$ cat src/rtl/uart_baud_ctrl_if.sv
// ============================================================================
//  Module   : uart_baud_ctrl_if
//  Brief    : Bit-period configuration handshake and status pulses.
//  Revision : 1.0 - initial release
// ============================================================================
`default_nettype none

interface uart_baud_ctrl_if;
    logic        cfg_valid;
    logic [15:0] cfg_bit_cycles;
    logic        cfg_ready;
    logic        cfg_done;
    logic        cfg_err;
    logic        cfg_forced;

    modport master (
        output cfg_valid,
        output cfg_bit_cycles,
        input  cfg_ready,
        input  cfg_done,
        input  cfg_err,
        input  cfg_forced
    );

    modport slave (
        input  cfg_valid,
        input  cfg_bit_cycles,
        output cfg_ready,
        output cfg_done,
        output cfg_err,
        output cfg_forced
    );
endinterface

`default_nettype wire

$ cat src/rtl/uart_baud_ctrl.sv
// ============================================================================
//  Module   : uart_baud_ctrl
//  Brief    : Safely retunes UART tx/rx baud dividers; optional autobaud
//             measurement enabled by macro UART_BAUD_AUTOBAUD_EN.
//  Revision : 1.0 - initial release
// ============================================================================
`default_nettype none

module uart_baud_ctrl #(
    parameter int unsigned DEFAULT_BIT_CYCLES = 434,
    parameter int unsigned DRAIN_TIMEOUT      = 1000000
) (
    input  wire               clk_50mhz,
    input  wire               rst,
    uart_baud_ctrl_if.slave   cfg,
    input  wire               tx_busy,
    input  wire               rx_busy,
    input  wire               autobaud_req,
    input  wire               rxd,
    output logic              tx_hold,
    output logic              baud_rst,
    output logic [15:0]       tx_divider,
    output logic [15:0]       rx_divider
);

    localparam logic [15:0] c_def_bits = 16'(DEFAULT_BIT_CYCLES);
    localparam logic [15:0] c_def_tx   = c_def_bits - 16'd1;
    localparam logic [15:0] c_def_rx   = (c_def_bits >> 4) - 16'd1;
    localparam logic [31:0] c_timeout  = 32'(DRAIN_TIMEOUT);
    localparam logic [15:0] c_min_bits = 16'd16;

    typedef enum logic [2:0] {
        IDLE    = 3'd0,
        AB_WAIT = 3'd1,
        AB_MEAS = 3'd2,
        DRAIN   = 3'd3,
        APPLY   = 3'd4,
        SETTLE  = 3'd5
    } state_t;

    state_t      r_state;
    state_t      w_next;
    logic [15:0] r_pending;
    logic [31:0] r_timer;
    logic        r_forced;
    logic [15:0] r_tx_divider;
    logic [15:0] r_rx_divider;
    logic        r_baud_rst;
    logic        r_done;
    logic        r_err;
    logic        r_forced_pulse;

    logic        w_req_fire;
    logic        w_req_short;
    logic [15:0] w_req_bits;
    logic        w_timeout;

`ifdef UART_BAUD_AUTOBAUD_EN
    logic        r_rxd_prev;
    logic [15:0] r_ab_cnt;

    // Count starts at 1 because the cycle that reveals the falling edge is
    // already the first low cycle of the start bit.
    always_ff @(posedge clk_50mhz or posedge rst) begin
        if (rst) begin
            r_rxd_prev <= 1'b1;
            r_ab_cnt   <= 16'd0;
        end else begin
            r_rxd_prev <= rxd;
            if (r_state == AB_WAIT) begin
                r_ab_cnt <= 16'd1;
            end else if (r_state == AB_MEAS && !rxd && r_ab_cnt != 16'hFFFF) begin
                r_ab_cnt <= r_ab_cnt + 16'd1;
            end
        end
    end
`else
    logic w_unused_ab;
    assign w_unused_ab = autobaud_req ^ rxd;
`endif

    always_comb begin
        w_next     = r_state;
        w_req_fire = 1'b0;
        w_req_bits = cfg.cfg_bit_cycles;
        w_timeout  = 1'b0;
        case (r_state)
            IDLE: begin
                if (cfg.cfg_valid) begin
                    w_req_fire = 1'b1;
                end
`ifdef UART_BAUD_AUTOBAUD_EN
                else if (autobaud_req) begin
                    w_next = AB_WAIT;
                end
`endif
            end
`ifdef UART_BAUD_AUTOBAUD_EN
            AB_WAIT: begin
                if (r_rxd_prev && !rxd) begin
                    w_next = AB_MEAS;
                end
            end
            AB_MEAS: begin
                if (rxd) begin
                    w_req_fire = 1'b1;
                    w_req_bits = r_ab_cnt;
                end
            end
`endif
            DRAIN: begin
                if (!tx_busy && !rx_busy) begin
                    w_next = APPLY;
                end else if (r_timer <= 32'd1) begin
                    // Counter hits zero on this edge: give up waiting.
                    w_next    = APPLY;
                    w_timeout = 1'b1;
                end
            end
            APPLY:   w_next = SETTLE;
            SETTLE:  w_next = IDLE;
            default: w_next = IDLE;
        endcase
        w_req_short = (w_req_bits < c_min_bits);
        if (w_req_fire) begin
            w_next = w_req_short ? IDLE : DRAIN;
        end
    end

    always_ff @(posedge clk_50mhz or posedge rst) begin
        if (rst) begin
            r_state        <= IDLE;
            r_pending      <= 16'd0;
            r_timer        <= 32'd0;
            r_forced       <= 1'b0;
            r_tx_divider   <= c_def_tx;
            r_rx_divider   <= c_def_rx;
            r_baud_rst     <= 1'b1;
            r_done         <= 1'b0;
            r_err          <= 1'b0;
            r_forced_pulse <= 1'b0;
        end else begin
            r_state <= w_next;

            if (w_req_fire && !w_req_short) begin
                r_pending <= w_req_bits;
                r_timer   <= c_timeout;
            end else if (r_state == DRAIN && r_timer != 32'd0) begin
                r_timer <= r_timer - 32'd1;
            end

            if (w_timeout) begin
                r_forced <= 1'b1;
            end else if (r_state == SETTLE) begin
                r_forced <= 1'b0;
            end

            // Dividers only ever change on the edge entering APPLY.
            if (r_state == DRAIN && w_next == APPLY) begin
                r_tx_divider <= r_pending - 16'd1;
                r_rx_divider <= (r_pending >> 4) - 16'd1;
            end

            r_baud_rst     <= (w_next == APPLY);
            r_done         <= (w_next == SETTLE);
            r_forced_pulse <= (w_next == SETTLE) && r_forced;
            r_err          <= w_req_fire && w_req_short;
        end
    end

    assign cfg.cfg_ready  = (r_state == IDLE);
    assign cfg.cfg_done   = r_done;
    assign cfg.cfg_err    = r_err;
    assign cfg.cfg_forced = r_forced_pulse;
    assign tx_hold        = (r_state == DRAIN) || (r_state == APPLY) || (r_state == SETTLE);
    assign baud_rst       = r_baud_rst;
    assign tx_divider     = r_tx_divider;
    assign rx_divider     = r_rx_divider;

endmodule

`default_nettype wire
$ cat src/flat_wrapper.sv
// flat-port wrapper written by rule: the top's interface ports become plain ports
module uart_baud_ctrl_flat 
#(
    parameter int unsigned DEFAULT_BIT_CYCLES = 434,
    parameter int unsigned DRAIN_TIMEOUT      = 1000000
)
  (clk_50mhz, rst, tx_busy, rx_busy, autobaud_req, rxd, tx_hold, baud_rst, tx_divider, rx_divider, cfg_cfg_valid, cfg_cfg_bit_cycles, cfg_cfg_ready, cfg_cfg_done, cfg_cfg_err, cfg_cfg_forced);
  uart_baud_ctrl_if cfg_i ();
  input  wire clk_50mhz;
  input  wire rst;
  input  wire tx_busy;
  input  wire rx_busy;
  input  wire autobaud_req;
  input  wire rxd;
  output logic tx_hold;
  output logic baud_rst;
  output logic [15:0] tx_divider;
  output logic [15:0] rx_divider;
  input wire logic [$bits(cfg_i.cfg_valid)-1:0] cfg_cfg_valid;
  input wire logic [$bits(cfg_i.cfg_bit_cycles)-1:0] cfg_cfg_bit_cycles;
  output wire logic [$bits(cfg_i.cfg_ready)-1:0] cfg_cfg_ready;
  output wire logic [$bits(cfg_i.cfg_done)-1:0] cfg_cfg_done;
  output wire logic [$bits(cfg_i.cfg_err)-1:0] cfg_cfg_err;
  output wire logic [$bits(cfg_i.cfg_forced)-1:0] cfg_cfg_forced;
  assign cfg_i.cfg_valid = cfg_cfg_valid;
  assign cfg_i.cfg_bit_cycles = cfg_cfg_bit_cycles;
  assign cfg_cfg_ready = cfg_i.cfg_ready;
  assign cfg_cfg_done = cfg_i.cfg_done;
  assign cfg_cfg_err = cfg_i.cfg_err;
  assign cfg_cfg_forced = cfg_i.cfg_forced;
  uart_baud_ctrl #(.DEFAULT_BIT_CYCLES(DEFAULT_BIT_CYCLES), .DRAIN_TIMEOUT(DRAIN_TIMEOUT)) u_core (.clk_50mhz(clk_50mhz), .rst(rst), .cfg(cfg_i), .tx_busy(tx_busy), .rx_busy(rx_busy), .autobaud_req(autobaud_req), .rxd(rxd), .tx_hold(tx_hold), .baud_rst(baud_rst), .tx_divider(tx_divider), .rx_divider(rx_divider));
endmodule
$ cat config.mk
export PLATFORM = sky130hd
export DESIGN_NAME = uart_baud_ctrl_flat
export DESIGN_NICKNAME = d
export VERILOG_FILES = /design/src/rtl/uart_baud_ctrl_if.sv /design/src/rtl/uart_baud_ctrl.sv /design/src/flat_wrapper.sv
export SDC_FILE = /design/constraint.sdc
export NUM_CORES = 1
export LEC_CHECK = 0
export BUFFER_PORTS_ARGS = -buffer_cell sky130_fd_sc_hd__buf_2
export CAP_MARGIN = 20
export CORE_ASPECT_RATIO = 2
export CORE_MARGIN = 1
export CORE_UTILIZATION = 54
export CTS_BUF_LIST = sky130_fd_sc_hd__clkbuf_4
export DETAILED_ROUTE_END_ITERATION = 8
export PLACE_DENSITY = 0.79
export SLEW_MARGIN = 20
export SYNTH_ARGS = -nofsm -noshare
export SYNTH_HDL_FRONTEND = slang
export SYNTH_SLANG_ARGS = --single-unit
export TNS_END_PERCENT = 50
$ cat constraint.sdc
create_clock -name clk_50mhz -period 3 [get_ports clk_50mhz]
set_clock_uncertainty 0.1 [all_clocks]
set_input_delay 0.6 -clock clk_50mhz [delete_from_list [all_inputs] [get_ports clk_50mhz]]
set_output_delay 0.6 -clock clk_50mhz [all_outputs]
set_load 0.01 [all_outputs]
==> summary.md, run 1 <==
| Metric | Value |
|---|---|
| Routed len/inst | `16.3 um` |
| Post-Place Cells | `559` |
| Clk buf depth | `2` |
| Layout Cells excl Fill | `576` |
| Largest net degree at the start of global routing | `78` |
| Synth Flop Type | `dfrtp_1` |
| Reg2reg end | `u_core.rx_divider[10]` |
| Port buffer count | `58` |
| Hold crit path type | `input pin to register` |
| H-tree depth | `3` |
| Max VDD drop | `0.000516 V` |
| Setup slack, reg-to-reg | `0.12 ns` |
| Post-synthesis sequential area ratio | `0.495` |
| Seq cells post-synth | `85` |
| First-pass iteration count of the detailed router | `4` |
| Yosys Warn Count | `0` |
| Clock period minus worst slack | `2.88 ns` |
| Initial Util | `0.564` |
| Hold Violations, Final | `0` |
| Clk_lat worst skew | `0.45 ns` |
| Commonest non-fill, non-tap cells in the layout | `76 x dfrtp_1, 64 x nand2_1, 58 x buf_2` |
| CP arrival | `3.14 ns` |
| Post-Syn Nets | `445` |
| Hpwl dp | `6.82 mm` |
| Share of cells above drive strength 1 | `0.280` |
| Die ar. | `0.00838 sq mm` |
| Cell variety after synth | `53` |
| Netlist Area Pre-Place | `0.00432 sq mm` |
| CP max stage delay | `0.61 ns` |
| DRT Wirelength | `9.39 mm` |
| Vias in the first global route | `3,465` |
| Critical Path Sink Type | `register` |
| Post-CTS Setup Bufs | `0` |
| Setup tns final | `0 ns` |
| Ports | `61` |
| Critical path capture point | `u_core.rx_divider[10]` |
| Final period util | `0.959` |
| Post-synth ARST share | `1.00` |
| Setup violators final | `0` |
| Crit path required time | `3.27 ns` |
| Clk root buf | `clkbuf_4` |
| Drt drc | `0` |
| Global-route wire length before repair | `15.7 mm` |
| Max Freq | `0.348 GHz` |
| Max FO, Critical Path | `5` |
| P_leak | `2.20 nW` |
| Final Max Slew Viols | `0` |
| Gr usage total | `0.245` |
| Post-route cell area | `0.00485 sq mm` |
| CTS sink cnt | `85` |
| Clock transition at path regs | `0.14 ns` |
| Fin util | `0.634` |
| Worst setup SP type | `register` |
| Synth Instances | `417` |
| CP bufs+invs | `1` |
| Commonest non-fill, non-tap cell in the layout | `dfrtp_1` |
| CP delay by family, top | `simple AND/OR/NAND/NOR gates` |
| Critical-path top delay cell | `or4b_1` |
| Outcome | `complete, no violations` |
| Placeable core area | `0.00766 sq mm` |
| Worst path cell trace | `inv_1, ha_1, or3b_2, or4b_1, or3_1, xnor2_1, mux2_2` |
| Die height | `128 um` |
| Fill cells | `640` |
| Least-Margin Pin Slew | `0.622 ns` |
| Crit path depth | `7` |
| Kind of critical path | `register to register` |
| Die Width | `65.2 um` |
| Row count | `45` |
| Via density | `5.90` |
| Max Cap Violations | `0` |
| N_diodes | `0` |
| Critical path launch point | `u_core.r_pending[4]` |
| Placed cell area | `0.00471 sq mm` |
| Placer Congestion | `0.835` |
| Power density cells | `816 mW/mm^2` |
| Drt first-iter violations | `264` |
| R2r worst-path depth | `7` |
| Final layout net count | `505` |
| Initial antenna violation count | `0` |
| RSZ-0062 raised after global routing | `false` |
| Area Growth Syn to Fin | `12.4%` |
| CTS buffer count | `9` |
| EDFF count, synth | `0` |
| Remaining antenna violation count | `0` |
| Max_slew headroom | `0.581` |
| CTS tree | `built` |
| Synth Area per Inst | `10.4 sq um` |
| Reg-to-Reg Start | `u_core.r_pending[4]` |
| Grt ovf | `0` |
| Total number of vias | `3,401` |
-- state kept, by name, indices dropped and copies added, names as in the netlist --
register / count
u_core.cfg.cfg_err: 1
u_core.r_timer: 32
u_core.r_state: 3
u_core.r_pending: 16
u_core.cfg.cfg_forced: 1
u_core.rx_divider: 13
u_core.cfg.cfg_done: 1
u_core.baud_rst: 1
u_core.tx_divider: 16
u_core.r_forced: 1
-- worst min-delay path by stage --
stage | start | to | slack, ns | depth (start not counted)
after floorplan | u_core.r_forced | u_core.cfg.cfg_forced | 0.37 | 1
after global placement | u_core.rx_divider[1] | u_core.rx_divider[1] | 0.37 | 2
after detailed placement | u_core.rx_divider[1] | u_core.rx_divider[1] | 0.38 | 2
after CTS | cfg_cfg_bit_cycles[0] | u_core.r_pending[0] | 0.23 | 3
after global routing | cfg_cfg_bit_cycles[3] | u_core.r_pending[3] | 0.24 | 3
final | cfg_cfg_bit_cycles[3] | u_core.r_pending[3] | 0.25 | 3
-- what timing repair did --
| item | in CTS | in global routing |
|---|---|---|
| resized for setup | 0 | 0 |
| endpoints found under the hold margin | 5 | 0 |
| hold buffers | 1 | 0 |
-- cells by family (layout without fill, tap and decap cells) --
logic type | Yosys count | after routing | share of synthesized area
and+or+nand+nor | 173 | 173 | 0.218
DFF | 85 | 85 | 0.495
AOI/OAI and AO/OA | 60 | 60 | 0.0939
buffers and inverters | 36 | 101 | 0.0435
muxes | 33 | 33 | 0.0843
xor gates and xnor gates | 25 | 25 | 0.0507
adders and majority gates | 5 | 5 | 0.0145
-- worst reg2reg max path: cells and delay by family, from the launching register on --
kind / cells / cell delay (ns)
and+or+nand+nor: 3 / 1.51
muxes: 1 / 0.25
xor gates and xnor gates: 1 / 0.14
adders and majority gates: 1 / 0.23
DFF: 1 / 0.41
buffers and inverters: 1 / 0.15
-- metal layers --
metal / GRT usage / wire (um)
met2: 0.440 / 5240
met4: 0.146 / 385
met3: 0.0559 / 376
met5: 0 / 0
met1: 0.251 / 3390
-- through the flow --
stage / hold WS (ns) / worst slack, ns / total power, mW
after floorplan: 0.370 / 0.121 / 2.80
after global placement: 0.367 / 0.194 / 3.25
final: 0.247 / 0.124 / 3.96
after global routing: 0.242 / 0.0234 / 4.22
after detailed placement: 0.378 / 0.131 / 3.33
after CTS: 0.235 / 0.117 / 3.98
-- synth_stat cells (4+ instances only) --
cell	number	share of area
dfrtp_1	76	0.44
nand2_1	64	0.056
mux2_2	24	0.063
nor2_1	18	0.016
a21oi_1	14	0.016
inv_1	14	0.012
o21ai_0	14	0.016
o31ai_1	14	0.024
xnor2_1	14	0.028
nor3_1	12	0.014
nor4_1	12	0.017
clkbuf_1	11	0.0096
nand3_1	11	0.013
xor2_1	11	0.022
or3_1	10	0.014
dfstp_2	9	0.055
or4_1	8	0.014
mux2i_1	6	0.014
buf_6	5	0.013
ha_1	5	0.014
o211ai_1	5	0.0087
o41ai_1	5	0.010
nand4_1	4	0.0058
-- power by group --
group	internal [mW]	leakage (nW)	switching, mW	total [mW]
registers	1.50	1.06	0.306	1.81
logic	0.662	1.08	0.825	1.49
clock network	0.268	0.0682	0.401	0.669
-- cell type report --
type / count / area [sq um] / area share
sequential: 85 / 2140 / 0.440
multi-input combinational: 296 / 1990 / 0.411
timing repair buffer: 71 / 415 / 0.0856
tap: 94 / 118 / 0.0242
clock buffer: 11 / 82.6 / 0.0170
inverter: 14 / 53.8 / 0.0111
clock inverter: 5 / 52.6 / 0.0108
Power figures use the tool's default switching activity.
==> inputs of run 2 (changes only) <==
- SETUP_SLACK_MARGIN: not set -> 0.15
==> run 2 against run 1 <==
Against the previous run: cell count did not move; critical path depth did not move; non-clock buffer count did not move.
==> summary.md, run 2 (synthesis gave the netlist of run 1 again) <==
| Metric | Value |
|---|---|
| Port buffer count | `58 (unchanged)` |
| Most flops, register | `u_core.r_timer (unchanged)` |
| Setup tns final | `0 ns (unchanged)` |
| Initial antenna violation count | `0 (unchanged)` |
| Die height | `128 um (unchanged)` |
| Post-route cell area | `0.00487 sq mm (was 0.00485 sq mm)` |
| CTS buffer count | `9 (unchanged)` |
| CP arrival | `3.01 ns (was 3.14 ns)` |
| Clock transition at path regs | `0.14 ns (about the same)` |
| H-tree depth | `3 (unchanged)` |
| Post-CTS Setup Bufs | `0 (unchanged)` |
| Hpwl dp | `6.60 mm (was 6.82 mm)` |
| Clock period minus worst slack | `2.77 ns (was 2.88 ns)` |
| Max Cap Violations | `0 (unchanged)` |
| Via density | `5.81 (was 5.90)` |
| Row count | `45 (unchanged)` |
| Hold Violations, Final | `0 (unchanged)` |
| Placed cell area | `0.00473 sq mm (was 0.00471 sq mm)` |
| N_diodes | `0 (unchanged)` |
| Hold crit path type | `input pin to async pin (was input pin to register)` |
| Critical Path Sink Type | `register (unchanged)` |
| Final Max Slew Viols | `0 (unchanged)` |
| Area Growth Syn to Fin | `12.9% (was 12.4%)` |
| Placeable core area | `0.00766 sq mm (unchanged)` |
| Largest net degree at the start of global routing | `86 (was 78)` |
| Final period util | `0.922 (was 0.959)` |
| Reg-to-Reg Start | `u_core.r_pending[5] (was u_core.r_pending[4])` |
| Max Freq | `0.361 GHz (was 0.348 GHz)` |
| Total number of vias | `3,345 (was 3,401)` |
| Power density cells | `811 mW/mm^2 (was 816 mW/mm^2)` |
| Clk_lat worst skew | `0.45 ns (about the same)` |
| Placer Congestion | `0.845 (was 0.835)` |
| Gr usage total | `0.237 (was 0.245)` |
| Clk root buf | `clkbuf_4 (unchanged)` |
| CTS tree | `built (unchanged)` |
| Ports | `61 (unchanged)` |
| Routed len/inst | `15.7 um (was 16.3 um)` |
| Initial Util | `0.564 (unchanged)` |
| Vias in the first global route | `3,482 (was 3,465)` |
| Clk buf depth | `2 (unchanged)` |
| Commonest non-fill, non-tap cells in the layout | `76 x dfrtp_1, 64 x nand2_1, 58 x buf_2 (unchanged)` |
| Final layout net count | `505 (unchanged)` |
| Remaining antenna violation count | `0 (unchanged)` |
| Die Width | `65.2 um (unchanged)` |
| Share of cells above drive strength 1 | `0.290 (was 0.280)` |
| Setup violators final | `0 (unchanged)` |
| Drt first-iter violations | `245 (was 264)` |
| Fill cells | `625 (was 640)` |
| Critical path launch point | `u_core.r_pending[5] (was u_core.r_pending[4])` |
| First-pass iteration count of the detailed router | `4 (unchanged)` |
| Global-route wire length before repair | `15.4 mm (was 15.7 mm)` |
| Max_slew headroom | `0.600 (was 0.581)` |
| Commonest non-fill, non-tap cell in the layout | `dfrtp_1 (unchanged)` |
| Max VDD drop | `0.000330 V (was 0.000516 V)` |
| Max reg flops | `32 (unchanged)` |
| Kind of critical path | `register to register (unchanged)` |
| RSZ-0062 raised after global routing | `true (was false)` |
| Drt drc | `0 (unchanged)` |
| CTS sink cnt | `85 (unchanged)` |
| P_leak | `2.22 nW (was 2.20 nW)` |
| Crit path required time | `3.25 ns (was 3.27 ns)` |
| Grt ovf | `0 (unchanged)` |
| Die ar. | `0.00838 sq mm (unchanged)` |
| Max FO, Critical Path | `4 (was 5)` |
| Least-Margin Pin Slew | `0.595 ns (was 0.622 ns)` |
| DRT Wirelength | `9.06 mm (was 9.39 mm)` |
| Outcome | `complete, no violations (unchanged)` |
| Worst setup SP type | `register (unchanged)` |
## run 2: repair_timing
| item | 4_1_cts | 5_1_grt |
|---|---|---|
| hold buffers | 0 | 0 |
| hold endpoints to repair | 0 | 0 |
| endpoints found under the setup margin | 1 | 2 |
| gates resized for setup | 1 | 1 |
## run 2: routing by layer
| layer | GRT usage | vias to the layer above | routed length [um] |
|---|---|---|---|
| li1 | - | 1612 | - |
| met3 | 0.0461 | 20 | 352 |
| met1 | 0.236 | 1641 | 3240 |
| met2 | 0.448 | 72 | 5200 |
| met4 | 0.115 | 0 | 263 |
| met5 | 0 | - | 0 |
## run 2: final cells by class
class	count	area, sq um	area share
Sequential cell	85	2140	0.439
Tap cell	94	118	0.0241
Multi-Input combinational cell	296	2000	0.410
Clock inverter	6	62.6	0.0128
Timing Repair Buffer	71	425	0.0873
Inverter	14	56.3	0.0116
Clock buffer	10	75.1	0.0154
## run 2: critical path: stages (launching register included)
cell	delay [ns]
dfrtp_1	0.43
inv_1	0.09
ha_1	0.19
or3b_2	0.53
or4b_4	0.54
or3_1	0.37
xnor2_1	0.14
mux2_2	0.26
## run 2: power breakdown
group,switching [mW],internal [mW],leakage [nW],total (mW)
logic,0.824,0.670,1.08,1.49
clock network,0.397,0.264,0.0805,0.661
registers,0.301,1.50,1.06,1.80
total,1.52,2.43,2.22,3.95
## run 2: through the flow
step           total power, mW   util  hold slack (ns)  std cells  setup WS (ns)
2_1_floorplan             2.80      -            0.370        417          0.348
3_3_place_gp              3.26  0.618            0.367        560          0.199
3_5_place_dp              3.33  0.618            0.374        560          0.155
4_1_cts                   3.99  0.636            0.167        576          0.181
5_1_grt                   4.25  0.636            0.172        576          0.139
6_report                  3.95  0.636            0.142        576          0.233
## run 2: path summary, 6_finish.rpt
path	endpoint	cells after the start	slack, ns
worst max-delay path	u_core.rx_divider[10]	7	0.23
worst min-delay path	u_core.tx_divider[15]	3	0.14
worst max register to register	u_core.rx_divider[10]	7	0.23
worst min register to register	u_core.rx_divider[1]	2	0.39
max in group asynchronous	u_core.tx_divider[4]	3	2.25
min in group clk_50mhz	u_core.r_pending[2]	3	0.25
